## config.mk

```make
export PLATFORM = sky130hd
export DESIGN_NAME = ultrasonic_scheduler
export DESIGN_NICKNAME = d
export VERILOG_FILES = /design/src/rtl/ultrasonic_scheduler.sv
export SDC_FILE = /design/constraint.sdc
export NUM_CORES = 1
export LEC_CHECK = 0
export BUFFER_PORTS_ARGS = -buffer_cell sky130_fd_sc_hd__buf_2
export CAP_MARGIN = 10
export CORE_UTILIZATION = 60
export DETAILED_ROUTE_END_ITERATION = 16
export GPL_TIMING_DRIVEN = 0
export MAX_ROUTING_LAYER = met4
export PLACE_DENSITY = 0.79
export SLEW_MARGIN = 10
export SYNTH_ARGS = -nofsm -noshare
export SYNTH_HDL_FRONTEND = slang
export SYNTH_SLANG_ARGS = --single-unit
```

## constraint.sdc

```tcl
create_clock -name clk -period 5 [get_ports clk]
set_clock_uncertainty 0.05 [all_clocks]
set_input_delay 0.25 -clock clk [delete_from_list [all_inputs] [get_ports clk]]
set_output_delay 0.25 -clock clk [all_outputs]
set_load 0.02 [all_outputs]
```

## src/rtl/ultrasonic_scheduler.sv

```systemverilog
// ultrasonic_scheduler: round-robin HC-SR04 ping scheduler with shared echo timing datapath
// Ports: clk, reset_p (sync, active-high), enable_mask/echo per sensor in; trig per sensor,
// distance_cm (16 bits per sensor), dist_valid pulse, sensor_id, timeout_flag, busy out.
// Optional echo timeout: define ULTRASONIC_SCHED_TIMEOUT_EN.
module ultrasonic_scheduler #(
  parameter int NUM_SENS   = 3,
  parameter int CLK_MHZ    = 100,
  parameter int GUARD_US   = 40000,
  parameter int TRIG_US    = 12,
  parameter int TIMEOUT_US = 30000
) (
  input  logic                    clk,
  input  logic                    reset_p,
  input  logic [NUM_SENS-1:0]     enable_mask,
  input  logic [NUM_SENS-1:0]     echo,
  output logic [NUM_SENS-1:0]     trig,
  output logic [16*NUM_SENS-1:0]  distance_cm,
  output logic                    dist_valid,
  output logic [2:0]              sensor_id,
  output logic [NUM_SENS-1:0]     timeout_flag,
  output logic                    busy
);
  typedef enum logic [2:0] {S_IDLE, S_GUARD, S_TRIG, S_WAIT_PEDGE, S_WAIT_NEDGE, S_DONE} state_t;
  state_t state_q, state_d;
  logic [NUM_SENS-1:0] s1_q, s2_q, oh;
  logic [16*NUM_SENS-1:0] dist_q;
  logic [31:0] pre_q, us_q;
  logic [15:0] cm_q;
  logic [5:0] sub_q;
  logic [2:0] id_q, id_d;
  logic prev_q, first_q, valid_q, sel, rise, fall, tick, enter, timed_out;
  int base;
  assign oh = NUM_SENS'(1) << id_q;
  assign sel = |(s2_q & oh);
  assign rise = sel & ~prev_q;
  assign fall = ~sel & prev_q;
  assign tick = pre_q == 32'(CLK_MHZ - 1);
  assign enter = state_d != state_q;
  // after reset the search starts at index 0 inclusive, i.e. just after NUM_SENS-1
  assign base = first_q ? NUM_SENS - 1 : int'(id_q);
  always_comb begin
    id_d = id_q;
    for (int k = NUM_SENS; k >= 1; k--)
      if (|(enable_mask & (NUM_SENS'(1) << ((base + k) % NUM_SENS)))) id_d = 3'((base + k) % NUM_SENS);
  end
  always_comb begin
    state_d = state_q;
    case (state_q)
      S_IDLE:       state_d = |enable_mask ? S_GUARD : S_IDLE;
      S_GUARD:      state_d = (tick && us_q == 32'(GUARD_US - 1)) ? S_TRIG : S_GUARD;
      S_TRIG:       state_d = (tick && us_q == 32'(TRIG_US - 1)) ? S_WAIT_PEDGE : S_TRIG;
      S_WAIT_PEDGE: state_d = rise ? S_WAIT_NEDGE : timed_out ? S_DONE : S_WAIT_PEDGE;
      S_WAIT_NEDGE: state_d = (fall || timed_out) ? S_DONE : S_WAIT_NEDGE;
      S_DONE:       state_d = S_IDLE;
      default:      state_d = S_IDLE;
    endcase
  end
  always_ff @(posedge clk) begin
    if (reset_p) begin
      state_q <= S_IDLE;
      s1_q    <= '0;
      s2_q    <= '0;
      prev_q  <= 1'b0;
      pre_q   <= '0;
      us_q    <= '0;
      sub_q   <= '0;
      cm_q    <= '0;
      id_q    <= '0;
      first_q <= 1'b1;
      dist_q  <= '0;
      valid_q <= 1'b0;
    end else begin
      state_q <= state_d;
      s1_q    <= echo;
      s2_q    <= s1_q;
      prev_q  <= sel;
      pre_q   <= (enter || tick) ? '0 : pre_q + 32'd1;
      us_q    <= enter ? '0 : us_q + 32'(tick);
      valid_q <= state_q == S_DONE;
      if (state_q == S_IDLE && |enable_mask) begin
        id_q    <= id_d;
        first_q <= 1'b0;
      end
      if (state_q == S_WAIT_PEDGE) begin
        sub_q <= '0;
        cm_q  <= '0;
      end else if (state_q == S_WAIT_NEDGE && tick) begin
        sub_q <= sub_q == 6'd57 ? 6'd0 : sub_q + 6'd1;
        if (sub_q == 6'd57 && cm_q != 16'hFFFF) cm_q <= cm_q + 16'd1;
      end
      if (timed_out) cm_q <= 16'hFFFF;
      if (state_q == S_DONE) dist_q[16*id_q +: 16] <= cm_q;
    end
  end
`ifdef ULTRASONIC_SCHED_TIMEOUT_EN
  logic [31:0] to_q;
  logic [NUM_SENS-1:0] tflag_q;
  logic tout_q;
  // a falling edge in the same cycle as expiry wins
  assign timed_out = tick && to_q == 32'(TIMEOUT_US - 1) &&
                     ((state_q == S_WAIT_PEDGE && !rise) || (state_q == S_WAIT_NEDGE && !fall));
  always_ff @(posedge clk) begin
    if (reset_p) begin
      to_q    <= '0;
      tout_q  <= 1'b0;
      tflag_q <= '0;
    end else begin
      to_q   <= state_q == S_TRIG ? '0 : to_q + 32'(tick);
      tout_q <= state_q == S_TRIG ? 1'b0 : tout_q | timed_out;
      if (state_q == S_DONE) tflag_q <= (tflag_q & ~oh) | (tout_q ? oh : '0);
    end
  end
  assign timeout_flag = tflag_q;
`else
  assign timed_out = 1'b0;
  assign timeout_flag = '0;
`endif
  assign trig = state_q == S_TRIG ? oh : '0;
  assign distance_cm = dist_q;
  assign dist_valid = valid_q;
  assign sensor_id = id_q;
  assign busy = state_q != S_IDLE;
endmodule

```

==> load_flow_metrics.sql, run 1 <==
INSERT INTO impl_metrics (metric_group, metric, value, unit) VALUES
('floorplan', 'fp-row-count', '40', ''),
('worst_setup_path', 'library_cell_appearing_most_often_on_the_critical_path', 'ha_1', ''),
('pwr', 'switching_share', '26.8', '%'),
('hold_path', 'whs_endpoint', 's1_q[2]', ''),
('pwr', 'cell_internal_pwr', '2.27', 'mW'),
('pwr', 'seq_power_share', '39.0', '%'),
('worst_setup_path', 'rrSetupSlack', '0.26', 'ns'),
('floorplan', 'number_of_primary_i_o_pins', '67', ''),
('placed_design', 'globalplace.congestion', '0.905', ''),
('route', 'routed_wl', '17000', 'um'),
('hold_path', 'worstHoldPathCells', '2', ''),
('synthesis', 'synthCells', '926', ''),
('global_route', 'grt_max_degree', '17', ''),
('timing', 'maxClockFrequency', '211', 'MHz'),
('pwr', 'net-switching-power', '0.833', 'mW'),
('global_route', 'grt_antenna_before_repair', '1', ''),
('worst_setup_path', 'r2r-start', 'sensor_id[1]', ''),
('worst_setup_path', 'critical_path.endpoint_type', 'flop', ''),
('pwr', 'share_clk_of_total_power', '42.5', '%'),
('worst_setup_path', 'critical_path_buf_inv_count', '3', ''),
('worst_setup_path', 'crit_chain', 'or2_2 -> inv_1 -> ha_1 -> clkbuf_1 -> xnor2_1 -> inv_1 -> ha_1 -> o21ai_0 -> ha_1 -> nand2b_1 -> a2111oi_0 -> a31oi_1 -> nor4_2 -> mux2i_1 -> o221ai_1 -> o22ai_1 -> or2_1 -> a311oi_2', ''),
('synthesis', 'synth.area.top_cells', 'dfxtp_1 39%, nor2_1 7.9%, mux2i_1 5.4%', ''),
('floorplan', 'die_w', '115', 'um'),
('job', 'timing.max_cap.violations', '0', ''),
('clock_tree', 'cts.htree.levels', '4', ''),
('worst_setup_path', 'cp_slowest_stage_delay', '0.54', 'ns'),
('timing', 'period_minus_slack', '4.74', 'ns'),
('timing', 'timing_worst_slew_pin_value', '1.04', 'ns'),
('worst_setup_path', 'critPathLaunch', 'sensor_id[1]', ''),
('final_layout', 'drive_above_1_share', '13.4', '%'),
('floorplan', 'initial_utilization', '62.8', '%'),
('worst_setup_path', 'arrival', '4.98', 'ns'),
('route', 'detail_route.wl_per_cell', '14.3', 'um'),
('worst_setup_path', 'required', '5.24', 'ns'),
('placed_design', 'port-buffer-count', '62', ''),
('clock_tree', 'path_clk_slew', '0.06', 'ns'),
('route', 'viasPerCell', '5.56', ''),
('synthesis', 'ys_ff_latch', '149', ''),
('timing', 'slew_headroom', '29.9', '%'),
('synthesis', 'yosysUniqueCellTypes', '73', ''),
('clock_tree', 'cts-buffers-inserted', '17', ''),
('synthesis', 'synth_largest_type_area_fraction', '38.9', '%'),
('route', 'route.detailed.drc', '0', ''),
('timing', 'timing.final.ws_setup', '0.255', 'ns'),
('synthesis', 'synth_ff_type', 'dfxtp_1', ''),
('clock_tree', 'post_cts_hold_buffer_count', '0', ''),
('route', 'final_antenna_net_count', '0', ''),
('worst_setup_path', 'path_max_fanout', '8', ''),
('synthesis', 'synthArstFlopShare', '0', '%'),
('placed_design', 'dp.final_hpwl', '11800', 'um'),
('worst_setup_path', 'timing.critical_path.max_delay_family', 'simple AND/OR/NAND/NOR gates', ''),
('final_layout', 'area_delta_synth_final', '15.8', '%'),
('clock_tree', 'max-clock-path-buffers', '2', ''),
('timing', 'final-hold-violation-count', '0', ''),
('clock_tree', 'clock_latency', '0.42', 'ns'),
('clock_tree', 'cts_num_sinks', '149', ''),
('hold_path', 'path_class_of_the_lowest_slack_min_delay_path', 'in -> reg', ''),
('global_route', 'grt_util_all_layers', '27.3', '%'),
('route', 'detail_route.iter0.violations', '415', ''),
('timing', 'setup_violating_endpoint_count_in_the_final_report', '0', ''),
('worst_setup_path', 'worst-r2r-cell-count', '18', ''),
('clock_tree', 'cts_tree', 'done', ''),
('hold_path', 'hold_path_startpoint', 'echo[2]', ''),
('clock_tree', 'cts-root-buf', 'clkbuf_16', ''),
('timing', 'fin_worst_hold_slack', '0.0209', 'ns'),
('final_layout', 'fin_nets', '1051', ''),
('outcome', 'run_status', 'completed', ''),
('worst_setup_path', 'critPathSlowestCell', 'nor4_2', ''),
('worst_setup_path', 'worstReg2RegEnd', 'sensor_id[1]', ''),
('synthesis', 'synth-seq-area-share', '38.9', '%'),
('route', 'length_of_the_first_detailed_routing_pass_in_iterations', '6', '');
## stage by stage
step	util, %	instances	instance area, sq um	setup TNS (ns)
global route	72.7	1194	8880	-0.0129
floorplan	-	928	7670	0
finish	72.7	1194	8880	0
CTS	72.3	1189	8830	0
global placement	67.1	1158	8190	-0.0611
detailed placement	67.2	1159	8210	-0.0510
## worst max path at each step
stage / depth (start not counted) / end / slack (ns)
finish: 18 / sensor_id[1] / 0.26
floorplan: 21 / sensor_id[1] / 0.39
global route: 18 / sensor_id[1] / -0.01
CTS: 20 / sensor_id[1] / 0.06
global placement: 21 / sensor_id[1] / -0.06
detailed placement: 21 / sensor_id[1] / -0.05
## final cells by class
type | instances | area (sq um)
Antenna cell | 1 | 2.50
Buffer | 39 | 173
Clock buffer | 18 | 429
Clock inverter | 13 | 181
Fill cell | 954 | 3330
Inverter | 34 | 135
Multi-Input combinational cell | 704 | 4410
Sequential cell | 149 | 2980
Tap cell | 168 | 210
Timing Repair Buffer | 68 | 355
## logic make-up (layout without fill, tap and decap cells)
| kind of cell | count (synthesis) | count (layout) | share of synthesized area [%] |
|---|---|---|---|
| simple gates | 432 | 432 | 27.1 |
| flops | 149 | 149 | 38.9 |
| compound gates | 117 | 117 | 10.3 |
| xor+xnor | 80 | 80 | 9.14 |
| buf+inv | 75 | 172 | 4.11 |
| mux | 42 | 42 | 5.50 |
| fa+ha+maj | 30 | 30 | 4.90 |
| other cells | 1 | 4 | 0.0489 |
## registers in the layout (all words and copies together), names as in the netlist
| register | flops |
|---|---|
| cm_q | 16 |
| sub_q | 6 |
| s1_q | 3 |
| first_q | 1 |
| dist_valid | 1 |
| us_q | 32 |
| sensor_id | 3 |
| pre_q | 32 |
| state_q | 3 |
| s2_q | 3 |
| distance_cm | 48 |
| prev_q | 1 |
## what timing repair did
item                       in CTS  in global routing
gates cloned                    0                  0
pin swaps                       0                  3
gates resized for setup         2                  4
setup endpoints to repair       1                  3
setup buffers                   0                  5
## placed cells by master, fill, tap and decap left out, types with 4 or more instances in the layout
cell / instances
nor2_1: 161
dfxtp_1: 149
nand2_1: 89
buf_2: 65
a21oi_1: 50
xor2_1: 46
mux2i_1: 41
xnor2_1: 32
inv_1: 31
nand3_1: 31
clkbuf_1: 29
ha_1: 27
nand4_1: 22
o21ai_0: 22
nor3_1: 21
nor4_1: 18
and3_1: 17
clkbuf_16: 17
or3_1: 13
nor2b_1: 13
buf_4: 10
nand2b_1: 6
and4_1: 6
or2_2: 5
and2_1: 5
o221ai_1: 5
nand3b_1: 4
nor3b_1: 4
o211ai_1: 4
clkinv_2: 4
bufinv_16: 4
## layer usage
layer / track usage (%) / part of all wire (%) / vias to the layer above
met4: 10.8 / 1.7 / 0
met2: 42.2 / 45 / 172
met3: 5.75 / 4.7 / 27
met1: 34.9 / 48 / 3074
met5: - / 0 / -
li1: - / - / 3367
## cell usage after synthesis, types with 17 or more instances
master / instances
and3_1: 17
xnor2_1: 34
nand2_1: 89
a21oi_1: 50
o21ai_0: 22
nand3_1: 31
dfxtp_1: 149
nor3_1: 21
nor4_1: 19
ha_1: 30
mux2i_1: 41
clkbuf_1: 30
nor2_1: 161
xor2_1: 46
nand4_1: 22
inv_1: 31
## power by group through the flow
stage | logic (mW) | clock network (mW) | registers [mW]
after global routing | 0.638 | 1.39 | 1.21
final | 0.574 | 1.32 | 1.21
after CTS | 0.547 | 1.33 | 1.21
after detailed placement | 0.542 | 0 | 1.24
after floorplan | 0.434 | 0 | 1.24
after global placement | 0.534 | 0 | 1.24
Note: power is estimated with default switching activity, not from simulation.
==> run 2, diff against run 1 <==
--- a/config.mk
+++ b/config.mk
@@ -7,11 +7,11 @@
 export LEC_CHECK = 0
 export BUFFER_PORTS_ARGS = -buffer_cell sky130_fd_sc_hd__buf_2
 export CAP_MARGIN = 10
-export CORE_UTILIZATION = 60
+export CORE_UTILIZATION = 50
 export DETAILED_ROUTE_END_ITERATION = 16
 export GPL_TIMING_DRIVEN = 0
 export MAX_ROUTING_LAYER = met4
-export PLACE_DENSITY = 0.79
+export PLACE_DENSITY = 0.68
 export SLEW_MARGIN = 10
 export SYNTH_ARGS = -nofsm -noshare
 export SYNTH_HDL_FRONTEND = slang
==> run 2 against run 1 <==
Net effect: design area barely moved; register-to-register slack improved by 0.12 ns; routed wire length fell by 2.0%; clock-buffer cell count did not move; worst hold slack improved by 0.0050 ns; largest power group is now sequential cells; critical endpoint unchanged; highest routed layer unchanged.
==> load_flow_metrics.sql, run 2 (synthesized netlist as in run 1, its figures left out) <==
INSERT INTO impl_metrics (metric_group, metric, value, unit) VALUES
('clock_tree', 'max-clock-path-buffers', '2', ''),
('global_route', 'grt_max_degree', '17', ''),
('outcome', 'run_status', 'completed', ''),
('clock_tree', 'clock_latency', '0.42', 'ns'),
('placed_design', 'dp.final_hpwl', '11800', 'um'),
('clock_tree', 'path_clk_slew', '0.06', 'ns'),
('pwr', 'design_power_total', '3.01', 'mW'),
('worst_setup_path', 'start_kind', 'flop', ''),
('job', 'timing.max_cap.violations', '0', ''),
('final_layout', 'drive_above_1_share', '13.5', '%'),
('clock_tree', 'cts.htree.levels', '4', ''),
('final_layout', 'final_common_cell', 'nor2_1', ''),
('floorplan', 'die_y', '126', 'um'),
('timing', 'setup_violating_endpoint_count_in_the_final_report', '0', ''),
('pwr', 'power-per-cell-area', '339', 'nW/um^2'),
('pwr', 'power.leakage', '3.55', 'nW'),
('floorplan', 'core_area', '14800', 'sq um'),
('global_route', 'grt_util_all_layers', '22.5', '%'),
('floorplan', 'initial_utilization', '52.0', '%'),
('route', 'length_of_the_first_detailed_routing_pass_in_iterations', '5', ''),
('worst_setup_path', 'path_class', 'reg -> reg', ''),
('final_layout', 'number_of_flip_flops_under_the_largest_register_name', '48', ''),
('final_layout', 'final-instance-count-excl-fill', '1210', ''),
('worst_setup_path', 'critical_path.endpoint_type', 'flop', ''),
('clock_tree', 'post_cts_hold_buffer_count', '0', ''),
('worst_setup_path', 'critPathLaunch', 'sensor_id[2]', ''),
('route', 'detail_route.iter0.violations', '334', ''),
('route', 'vias', '6506', ''),
('worst_setup_path', 'r2r-start', 'sensor_id[2]', ''),
('worst_setup_path', 'path_max_fanout', '11', ''),
('timing', 'final-hold-violation-count', '0', ''),
('timing', 'final.setup.tns', '0', 'ns'),
('floorplan', 'fp-row-count', '44', ''),
('clock_tree', 'cts-root-buf', 'clkbuf_16', ''),
('timing', 'period_minus_slack', '4.63', 'ns'),
('hold_path', 'hold_path_startpoint', 'echo[2]', ''),
('placed_design', 'port-buffer-count', '62', ''),
('route', 'final_antenna_net_count', '0', ''),
('final_layout', 'finalInstanceArea', '8870', 'sq um'),
('worst_setup_path', 'arrival', '4.92', 'ns'),
('worst_setup_path', 'required', '5.29', 'ns'),
('placed_design', 'placedCellCount', '1175', ''),
('timing', 'slew_headroom', '18.9', '%'),
('clock_tree', 'cts-buffers-inserted', '17', ''),
('global_route', 'via_count_of_the_first_global_routing_pass', '5860', ''),
('placed_design', 'detailed_place.area', '8230', 'sq um'),
('pwr', 'worst_ir_drop_on_vdd', '0.313', 'mV'),
('clock_tree', 'cts_num_sinks', '149', ''),
('placed_design', 'globalplace.congestion', '0.851', ''),
('floorplan', 'number_of_primary_i_o_pins', '67', ''),
('final_layout', 'fin_nets', '1051', ''),
('floorplan', 'die_w', '126', 'um'),
('global_route', 'grt_first_pass_wirelength', '28400', 'um'),
('final_layout', 'final_cell_mix', '161 x nor2_1, 149 x dfxtp_1, 89 x nand2_1, 65 x buf_2, 50 x a21oi_1', ''),
('timing', 'maxClockFrequency', '216', 'MHz'),
('timing', 'maxSlewViolCount', '0', ''),
('route', 'routed_wl', '16700', 'um'),
('final_layout', 'final_core_utilization', '60.2', '%'),
('timing', 'finalCritPeriodShare', '92.6', '%'),
('route', 'detail_route.wl_per_cell', '13.8', 'um'),
('floorplan', 'floorplan.die_area', '15800', 'sq um'),
('global_route', 'grt_antenna_before_repair', '0', ''),
('clock_tree', 'cts_tree', 'done', ''),
('hold_path', 'path_class_of_the_lowest_slack_min_delay_path', 'in -> reg', ''),
('route', 'viasPerCell', '5.38', ''),
('final_layout', 'ant_diodes', '0', ''),
('route', 'route.detailed.drc', '0', ''),
('timing', 'timing_worst_slew_pin_value', '1.21', 'ns'),
('global_route', 'remaining_global_route_overflow', '0', ''),
('final_layout', 'area_delta_synth_final', '15.8', '%'),
('timing', 'rsz0062_at_grt', 'no', '');
## run 2: final timing paths
| check | slack [ns] | cells past startpoint | end |
|---|---|---|---|
| setup / recovery | 0.37 | 19 | sensor_id[1] |
| hold / removal | 0.03 | 2 | s1_q[2] |
| setup reg to reg | 0.37 | 19 | sensor_id[1] |
| hold reg to reg | 0.39 | 1 | s2_q[1] |
## run 2: worst max-delay path: stages (launching register included)
cell      delay [ns]
dfxtp_1         0.32
buf_2           0.20
nand2b_1        0.07
buf_2           0.17
inv_2           0.20
ha_1            0.40
nand2_4         0.11
inv_4           0.12
ha_1            0.40
inv_1           0.08
ha_1            0.34
nor2b_1         0.15
o21ai_0         0.11
a21oi_1         0.16
o311ai_4        0.42
or2_2           0.21
o221ai_1        0.15
or3_4           0.40
or2_1           0.24
a311oi_2        0.22
## run 2: where the power goes
part           internal, mW  leakage (nW)  switching [mW]  total [mW]
Combinational         0.254          2.07           0.339       0.592
Sequential             1.20          1.20          0.0133        1.21
Clock                 0.689         0.272           0.518        1.21
Total                  2.14          3.55           0.870        3.01
## run 2: what timing repair did
action                                  in CTS  in global routing
endpoints found under the setup margin       3                  3
cloned                                       0                  0
resized for setup                            3                  6
buffers inserted                             0                  6
pin swaps                                    0                  2
## run 2: routing by layer
metal	track usage (%)	wire length, um	share of wire, %
met1	30.9	8560	51
met2	34.0	7360	44
met3	4.29	647	3.9
met4	5.95	109	0.65
met5	-	0	0
## run 2: stage by stage
stage / worst slack (ns) / hold slack, ns
global placement: -0.137 / 0.372
floorplan: 0.392 / 0.328
finish: 0.372 / 0.0259
CTS: 0.0807 / 0.0176
detailed placement: -0.123 / 0.373
global route: 0.0194 / 0.0304
## run 2: layout make-up
cell class | count | area (sq um)
buffer | 38 | 169
clock buffer | 18 | 429
clock inverter | 14 | 126
fill | 1313 | 5880
inverter | 34 | 135
multi-input combinational | 704 | 4440
sequential | 149 | 2980
tap | 184 | 230
timing repair buffer | 69 | 363
